### src/rtl/pswd_pkg.sv
// rtl/pswd_pkg.sv - shared state encoding and widths for the password lockout path
package pswd_pkg;

  typedef enum logic [1:0] {
    ST_IDLE    = 2'b00,
    ST_SESSION = 2'b01,
    ST_LOCKED  = 2'b10
  } state_t;

  localparam int FAIL_CNT_W        = 4;
  localparam int DEFAULT_MAX_FAILS = 3;

endpackage

### src/rtl/pswd_lockout_ctrl_lock_timer.sv
// rtl/pswd_lockout_ctrl_lock_timer.sv - loadable down-counter timing the lockout window
module lock_timer #(
  parameter int LOCK_CYCLES = 50000000
) (
  input  logic clk,
  input  logic reset,
  input  logic load,
  input  logic en,
  output logic expired
);

  localparam int TW = (LOCK_CYCLES > 1) ? $clog2(LOCK_CYCLES) : 1;
  localparam logic [TW-1:0] LOAD_VAL = TW'(LOCK_CYCLES - 1);
  localparam logic [TW-1:0] ONE      = TW'(1);

  logic [TW-1:0] count;

  // Decrement stops at zero so the count can never wrap.
  always_ff @(posedge clk or posedge reset) begin
    if (reset) begin
      count <= '0;
    end else if (load) begin
      count <= LOAD_VAL;
    end else if (en && (count != '0)) begin
      count <= count - ONE;
    end
  end

  assign expired = (count == '0);

endmodule

### src/rtl/pswd_lockout_ctrl.sv
// rtl/pswd_lockout_ctrl.sv - failed-attempt tracking, session state and timed lockout
module pswd_lockout_ctrl #(
  parameter int MAX_FAILS   = pswd_pkg::DEFAULT_MAX_FAILS,
  parameter int LOCK_CYCLES = 50000000
) (
  input  logic                           clk,
  input  logic                           reset,
  input  logic                           attempt_done,
  input  logic                           attempt_ok,
  input  logic                           logout,
  output logic                           entry_enable,
  output logic                           session_active,
  output logic                           lockout,
  output logic [pswd_pkg::FAIL_CNT_W-1:0] fail_count
);

  import pswd_pkg::*;

  localparam logic [FAIL_CNT_W-1:0] MAX_CNT = FAIL_CNT_W'(MAX_FAILS);
  localparam logic [FAIL_CNT_W-1:0] ONE     = FAIL_CNT_W'(1);

  state_t                  state_q, state_d;
  logic [FAIL_CNT_W-1:0]   fail_q, fail_d, fail_inc;
  logic                    timer_load;
  logic                    timer_en;
  logic                    timer_expired;

  // fail_q < MAX_FAILS whenever IDLE, so the increment cannot overflow.
  assign fail_inc = fail_q + ONE;
  assign timer_en = (state_q == ST_LOCKED);

  always_ff @(posedge clk or posedge reset) begin
    if (reset) begin
      state_q <= ST_IDLE;
      fail_q  <= '0;
    end else begin
      state_q <= state_d;
      fail_q  <= fail_d;
    end
  end

  always_comb begin
    state_d    = state_q;
    fail_d     = fail_q;
    timer_load = 1'b0;
    case (state_q)
      ST_IDLE: begin
        if (attempt_done) begin
          if (attempt_ok) begin
            state_d = ST_SESSION;
            fail_d  = '0;
          end else begin
            fail_d = fail_inc;
            if (fail_inc == MAX_CNT) begin
              state_d    = ST_LOCKED;
              timer_load = 1'b1;
            end
          end
        end
      end
      ST_SESSION: begin
        if (logout) begin
          state_d = ST_IDLE;
          fail_d  = '0;
        end
      end
      ST_LOCKED: begin
        if (timer_expired) begin
          state_d = ST_IDLE;
          fail_d  = '0;
        end
      end
      default: begin
        state_d = ST_IDLE;
        fail_d  = '0;
      end
    endcase
  end

  lock_timer #(
    .LOCK_CYCLES(LOCK_CYCLES)
  ) u_lock_timer (
    .clk     (clk),
    .reset   (reset),
    .load    (timer_load),
    .en      (timer_en),
    .expired (timer_expired)
  );

  assign entry_enable   = (state_q == ST_IDLE);
  assign session_active = (state_q == ST_SESSION);
  assign lockout        = (state_q == ST_LOCKED);
  assign fail_count     = fail_q;

endmodule

### config.mk
export PLATFORM = sky130hd
export DESIGN_NAME = pswd_lockout_ctrl
export DESIGN_NICKNAME = d
export VERILOG_FILES = /design/src/rtl/pswd_pkg.sv /design/src/rtl/pswd_lockout_ctrl_lock_timer.sv /design/src/rtl/pswd_lockout_ctrl.sv
export SDC_FILE = /design/constraint.sdc
export NUM_CORES = 1
export LEC_CHECK = 0
export BUFFER_PORTS_ARGS = -buffer_cell sky130_fd_sc_hd__buf_2
export CAP_MARGIN = 20
export CORE_MARGIN = 2
export CORE_UTILIZATION = 59
export CTS_CLUSTER_DIAMETER = 40
export CTS_CLUSTER_SIZE = 24
export DETAILED_ROUTE_END_ITERATION = 6
export GPL_ROUTABILITY_DRIVEN = 1
export GPL_TIMING_DRIVEN = 1
export PLACE_DENSITY = 0.78
export SETUP_SLACK_MARGIN = 0.05
export SLEW_MARGIN = 20
export SYNTH_ARGS = -nofsm -noshare
export SYNTH_HDL_FRONTEND = slang
export SYNTH_SLANG_ARGS = --single-unit
export TNS_END_PERCENT = 100
### constraint.sdc
create_clock -name clk -period 2.7 [get_ports clk]
set_input_delay 0.27 -clock clk [delete_from_list [all_inputs] [get_ports clk]]
set_output_delay 0.27 -clock clk [all_outputs]
set_load 0.01 [all_outputs]
==> results.json, run 1 <==
{
  "synth.net_count": 196,
  "hold-path-cell-count": 3,
  "start_util": 0.603,
  "rows": 20,
  "clkTransAtPathRegs_ps": 100,
  "rr_endpoint": "u_lock_timer.count[8]$_DFFE_PP0P_",
  "worst-path-max-fanout": 9,
  "synth_ff_type": "dfrtp_1",
  "post_synth_num_cell_types": 46,
  "detail_route.wirelength_um": 3780,
  "finalClockSkew_ps": 16.5,
  "timing_worst_slew_pin_value_ps": 558,
  "route.detailed.drc": 0,
  "cts-root-to-sink-buffers": 2,
  "insertedDiodeCount": 0,
  "syn-cell-area_sq_um": 1790,
  "timing.critical_path.from_type": "flop",
  "wl_per_cell_um": 15.6,
  "reg2reg_from": "u_lock_timer.count[0]$_DFFE_PP0P_",
  "static-leakage-power_nw": 0.795,
  "unrepaired_setup_endpoints_after_global_routing": "no",
  "ys_seq_area_frac": 0.446,
  "cts_root_buf": "clkbuf_4",
  "via_per_inst": 6.45,
  "cellPowerDensity_nw_per_um2": 772,
  "synthesis.area_per_instance_sq_um": 9.54,
  "first_global_vias": 1486,
  "hold-path-endpoint": "state_q[0]$_DFFE_PP0P_",
  "max_cap_viol_count": 0,
  "final_nets": 218,
  "floorplan.die.width_um": 59.1,
  "layout_commonest_cell": "dfrtp_1",
  "setup-violations-final": 0,
  "clock_latency_ps": 350,
  "run_status": "finished clean",
  "synth_seq_cells": 32,
  "worst_slack_after_detailed_placement_ps": 211,
  "critical_path_arrival_ps": 2680,
  "min-delay-path-class": "input port to flop",
  "sequentialPowerShare": 0.544,
  "power_frac_comb": 0.290,
  "timing.final.ws_setup_ps": 279,
  "maxClockFrequency_mhz": 413,
  "length_of_the_first_detailed_routing_pass_in_iterations": 5,
  "ant_nets": 0,
  "vdd.ir_drop.worst_mv": 0.443,
  "worst_setup_path_end_kind": "flop",
  "numCtsBuffers": 5,
  "largest_net_degree_at_the_start_of_global_routing": 20,
  "antenna_found_initial": 0,
  "cp_data_required_time_ps": 2960,
  "dieArea_sq_um": 3500,
  "criticalPathCategory": "flop to flop",
  "grt_first_pass_wirelength_um": 6560,
  "die-height_um": 59.1,
  "synthToLayoutAreaGrowth_pct": 11.2,
  "synthArstFlopShare": 1.00,
  "fin_total_pwr_mw": 1.54,
  "final.setup.tns_ps": 0,
  "num_io_pins": 12,
  "h-tree-depth": 2,
  "final-hold-violation-count": 0,
  "rrSetupSlack_ps": 280,
  "timing.reg2reg.worst_path_depth": 7,
  "power_switching_share": 0.387,
  "finalHoldWorstSlack_ps": 199,
  "buffer_ports.inserted": 11,
  "synth_enable_flop_cells": 0,
  "cts.repair_timing.setup_buffer_count": 0,
  "grt_use_total": 0.249,
  "min_period_over_period": 0.897,
  "route.vias.total": 1568,
  "power.switching_mw": 0.597,
  "most-common-layout-cells": "dfrtp_1 (32), nor2_1 (18), nor3_1 (13)",
  "finalMaxSlewViolations": 0,
  "cts_tree": "yes",
  "fp.coreArea_sq_um": 2980,
  "cts.sinks": 32,
  "ys.warnings.count": 0,
  "globalRoute.totalOverflow": 0,
  "place.gp.congestion": 0.800,
  "final_period_minus_worst_setup_slack_ps": 2420,
  "hpwl_um": 2750,
  "timing.slew.headroom": 0.622,
  "min_from": "attempt_done",
  "part_of_the_total_power_dissipated_in_the_clock_network": 0.166,
  "netlist_instances": 188,
  "internal_power_mw": 0.943,
  "drive_gt1_frac": 0.176,
  "drtIter0Drc": 69
}
registers in the layout, summed over array words and instances, names as in the netlist:
name                cells
fail_count              4
state_q                 2
u_lock_timer.count     26
metrics by stage:
step,instance area [sq um],utilization,std cells
final,1990,0.670,243
after global routing,1990,0.670,243
after CTS,1980,0.666,243
after detailed placement,1930,0.647,235
after global placement,1930,0.647,235
after floorplan,1790,-,188
per-layer routing:
metal	global-route usage	vias to the layer above	share of wire
met5	0	-	0
met4	0.101	0	0.017
met3	0.0459	8	0.045
met2	0.395	40	0.47
met1	0.337	766	0.47
li1	-	754	-
kinds of logic (layout without fill, tap and decap cells):
group,count (synthesis),in the layout,synth area share
mux,5,5,0.0307
compound gates,37,37,0.142
simple gates,94,94,0.305
flops,32,32,0.446
buf+inv,10,32,0.0216
xor+xnor,7,7,0.0342
fa+ha+maj,3,3,0.0209
final cells by class:
| type | instances | area, sq um |
|---|---|---|
| Fill cell | 237 | 983 |
| Multi-Input combinational cell | 146 | 966 |
| Sequential cell | 32 | 801 |
| Timing Repair Buffer | 19 | 118 |
| Clock buffer | 6 | 41.3 |
| Tap cell | 33 | 41.3 |
| Inverter | 6 | 22.5 |
| Clock inverter | 1 | 5.00 |
timing repair:
action,in CTS,in global routing
gates resized for setup,0,2
hold buffers,1,0
setup endpoints to repair,0,1
hold endpoints to repair,13,0
critical path, stage by stage, from the launching register on:
cell and delay (ps):
dfrtp_1 440, inv_1 80, ha_1 210, or4b_4 530
or4_1 480, o21ai_4 250, or4_1 170, mux2i_1 170
synth_stat cells, types with 3 or more instances:
library cell	n	area, sq um
inv_1	5	18.8
a21oi_1	8	40.0
ha_1	3	37.5
or3_1	3	18.8
xor2_1	6	52.6
clkbuf_1	3	11.3
mux2i_1	4	40.0
and3_1	3	18.8
a31oi_1	5	31.3
nand4_1	6	37.5
nand3_1	5	25.0
and4_1	3	26.3
nand3b_1	3	22.5
nand2b_1	3	18.8
o21ai_0	5	25.0
a211oi_1	6	45.0
or4_1	5	37.5
nor3_1	13	65.1
nor2_1	18	67.6
dfrtp_1	32	801
nor4_1	5	31.3
nand2_1	12	45.0
or2_2	4	25.0
how the worst max path moves through the flow:
stage	start	to	slack [ps]	cells past startpoint
after CTS	u_lock_timer.count[0]$_DFFE_PP0P_	u_lock_timer.count[8]$_DFFE_PP0P_	180	7
final	u_lock_timer.count[0]$_DFFE_PP0P_	u_lock_timer.count[8]$_DFFE_PP0P_	280	7
after floorplan	u_lock_timer.count[0]$_DFFE_PP0P_	fail_count[0]$_DFFE_PP0P_	290	8
after global routing	u_lock_timer.count[0]$_DFFE_PP0P_	u_lock_timer.count[8]$_DFFE_PP0P_	130	7
after detailed placement	u_lock_timer.count[0]$_DFFE_PP0P_	u_lock_timer.count[8]$_DFFE_PP0P_	210	7
after global placement	u_lock_timer.count[0]$_DFFE_PP0P_	u_lock_timer.count[8]$_DFFE_PP0P_	310	7
power by group through the flow:
stage | clock network (mW) | logic [mW] | registers (mW)
finish | 0.256 | 0.446 | 0.838
global route | 0.273 | 0.509 | 0.870
global placement | 0 | 0.424 | 0.823
CTS | 0.257 | 0.444 | 0.833
floorplan | 0 | 0.340 | 0.794
detailed placement | 0 | 0.443 | 0.842
Power figures use the tool's default switching activity.
==> inputs of run 2 (changes only) <==
BUFFER_PORTS_ARGS = -buffer_cell sky130_fd_sc_hd__buf_4   (was -buffer_cell sky130_fd_sc_hd__buf_2)
==> results.json, run 2 (synthesis results as in run 1) <==
{
  "run_status": "finished clean",
  "rows": 20,
  "worst-path-max-fanout": 9,
  "synthToLayoutAreaGrowth_pct": 13.2,
  "cp_num_buf_inv": 1,
  "hpwl_um": 3070,
  "final-hold-violation-count": 0,
  "route.detailed.drc": 0,
  "layout_commonest_cell": "dfrtp_1",
  "cts_root_buf": "clkbuf_4",
  "critPathTopFamily": "simple AND/OR/NAND/NOR gates",
  "drtIter0Drc": 85,
  "final_nets": 218,
  "timing_worst_slew_pin_value_ps": 691,
  "wl_per_cell_um": 17.1,
  "critical_path_arrival_ps": 2780,
  "detail_route.wirelength_um": 4170,
  "globalRouteMet1Util": 0.357,
  "finalClockSkew_ps": 14.2,
  "cts_tree": "yes",
  "share_of_the_core_filled_with_cells_in_the_final_layout": 0.682,
  "clock_latency_ps": 350,
  "globalRoute.totalOverflow": 0,
  "finalMaxSlewViolations": 0,
  "worst_slack_after_detailed_placement_ps": 173,
  "min-delay-path-class": "input port to flop",
  "grt_first_pass_wirelength_um": 6980,
  "design_area_sq_um": 2030,
  "cp_data_required_time_ps": 2970,
  "cpPeakStageDelay_ps": 590,
  "cp_common_cell": "or4_1",
  "vdd.ir_drop.worst_mv": 0.490,
  "timing.final.ws_setup_ps": 185,
  "maxClockFrequency_mhz": 398,
  "length_of_the_first_detailed_routing_pass_in_iterations": 4,
  "worst_setup_path_end_kind": "flop",
  "buffer_ports.inserted": 11,
  "criticalPathCategory": "flop to flop",
  "insertedDiodeCount": 0,
  "dieArea_sq_um": 3500,
  "numCtsBuffers": 5,
  "power.switching_mw": 0.614,
  "cts-root-to-sink-buffers": 2,
  "placedCellCount": 235,
  "power_switching_share": 0.382,
  "biggest_register": "u_lock_timer.count",
  "cellPowerDensity_nw_per_um2": 791,
  "die-height_um": 59.1,
  "drive_gt1_frac": 0.171,
  "grt_use_total": 0.270,
  "setup-violations-final": 0,
  "part_of_the_total_power_dissipated_in_the_clock_network": 0.183,
  "floorplan.die.width_um": 59.1,
  "ant_nets": 0,
  "critical_path_s_slowest_cell": "or4b_1",
  "finish.cell_count_without_fillers": 244,
  "grt_busiest_layer": "met2",
  "global_route.usage.met3": 0.0611,
  "route.vias.total": 1598,
  "num-fill-cells": 244,
  "sequentialPowerShare": 0.520,
  "final_period_minus_worst_setup_slack_ps": 2520,
  "internal_power_mw": 0.992,
  "timing.slew.headroom": 0.533,
  "antenna_found_initial": 0,
  "max_cap_viol_count": 0,
  "first_global_vias": 1527,
  "largest_register_ffs": 26,
  "place.gp.congestion": 0.835,
  "min_period_over_period": 0.932,
  "critical_path.cell_chain": "inv_1 > ha_1 > or4b_1 > or4_1 > o21ai_4 > or4_1 > mux2i_1",
  "most-common-layout-cells": "dfrtp_1 (32), nor2_1 (18), buf_4 (18)",
  "start_util": 0.603,
  "cts.sinks": 32,
  "fp.coreArea_sq_um": 2980,
  "largest_net_degree_at_the_start_of_global_routing": 20,
  "multi_input_comb_area_sq_um": 962,
  "final.setup.tns_ps": 0,
  "static-leakage-power_nw": 0.803,
  "num_io_pins": 12,
  "placed_cell_area_sq_um": 1950,
  "globalRouteMet2Util": 0.427,
  "timing.critical_path.from_type": "flop",
  "h-tree-depth": 2,
  "via_per_inst": 6.55,
  "unrepaired_setup_endpoints_after_global_routing": "no",
  "cts.repair_timing.setup_buffer_count": 0,
  "regArea_sq_um": 801,
  "power_frac_comb": 0.296,
  "clkTransAtPathRegs_ps": 110
}
## run 2: cell types whose count changed in the layout (fill, tap and decap cells not counted)
cell      delta
clkinv_2     -1
or4b_1       +1
buf_2       -11
or4b_4       -1
buf_4       +11
clkbuf_1     +1
clkbuf_8     +1
## run 2: worst paths after layout
path | start | to | cells after the start | slack (ps)
max | u_lock_timer.count[0]$_DFFE_PP0P_ | u_lock_timer.count[8]$_DFFE_PP0P_ | 7 | 180
min | attempt_ok | fail_count[2]$_DFFE_PP0P_ | 3 | 200
max reg2reg | u_lock_timer.count[0]$_DFFE_PP0P_ | u_lock_timer.count[8]$_DFFE_PP0P_ | 7 | 180
min reg2reg | u_lock_timer.count[25]$_DFFE_PP0P_ | u_lock_timer.count[25]$_DFFE_PP0P_ | 1 | 520
max in group asynchronous | reset | u_lock_timer.count[19]$_DFFE_PP0P_ | 4 | 1530
min in group asynchronous | reset | fail_count[0]$_DFFE_PP0P_ | 3 | 500
## run 2: power groups by stage
stage          Sequential [mW]  Combinational, mW  Clock [mW]
2_1_floorplan            0.794              0.340           0
3_3_place_gp             0.823              0.441           0
3_5_place_dp             0.842              0.475           0
4_1_cts                  0.834              0.477       0.297
5_1_grt                  0.868              0.526       0.311
6_report                 0.836              0.476       0.294
## run 2: area by class of cell
cell class	count	share of cell area
multi-input combinational	146	0.474
sequential	32	0.394
timing repair buffer	19	0.0715
clock buffer	8	0.0290
tap	33	0.0203
inverter	6	0.0111
## run 2: stage by stage
stage               hold slack, ps  power [mW]
floorplan                      386        1.13
global placement               324        1.26
detailed placement             342        1.32
CTS                            199        1.61
global route                   221        1.70
finish                         202        1.61
## run 2: worst min-delay path, delay by kind of cell
family	cells	cell delay [ps]
and+or+nand+nor	1	110
buffers and inverters	1	90
AOI/OAI and AO/OA	1	60
## run 2: what timing repair did
action,4_1_cts,5_1_grt
hold endpoints to repair,13,0
gates resized for setup,0,1
setup endpoints to repair,0,1
hold buffers,1,0
## run 2: layer usage
layer	vias to the layer above	share of wire
met5	-	0
met4	0	0.018
met3	10	0.046
met2	32	0.51
met1	797	0.43
li1	759	-
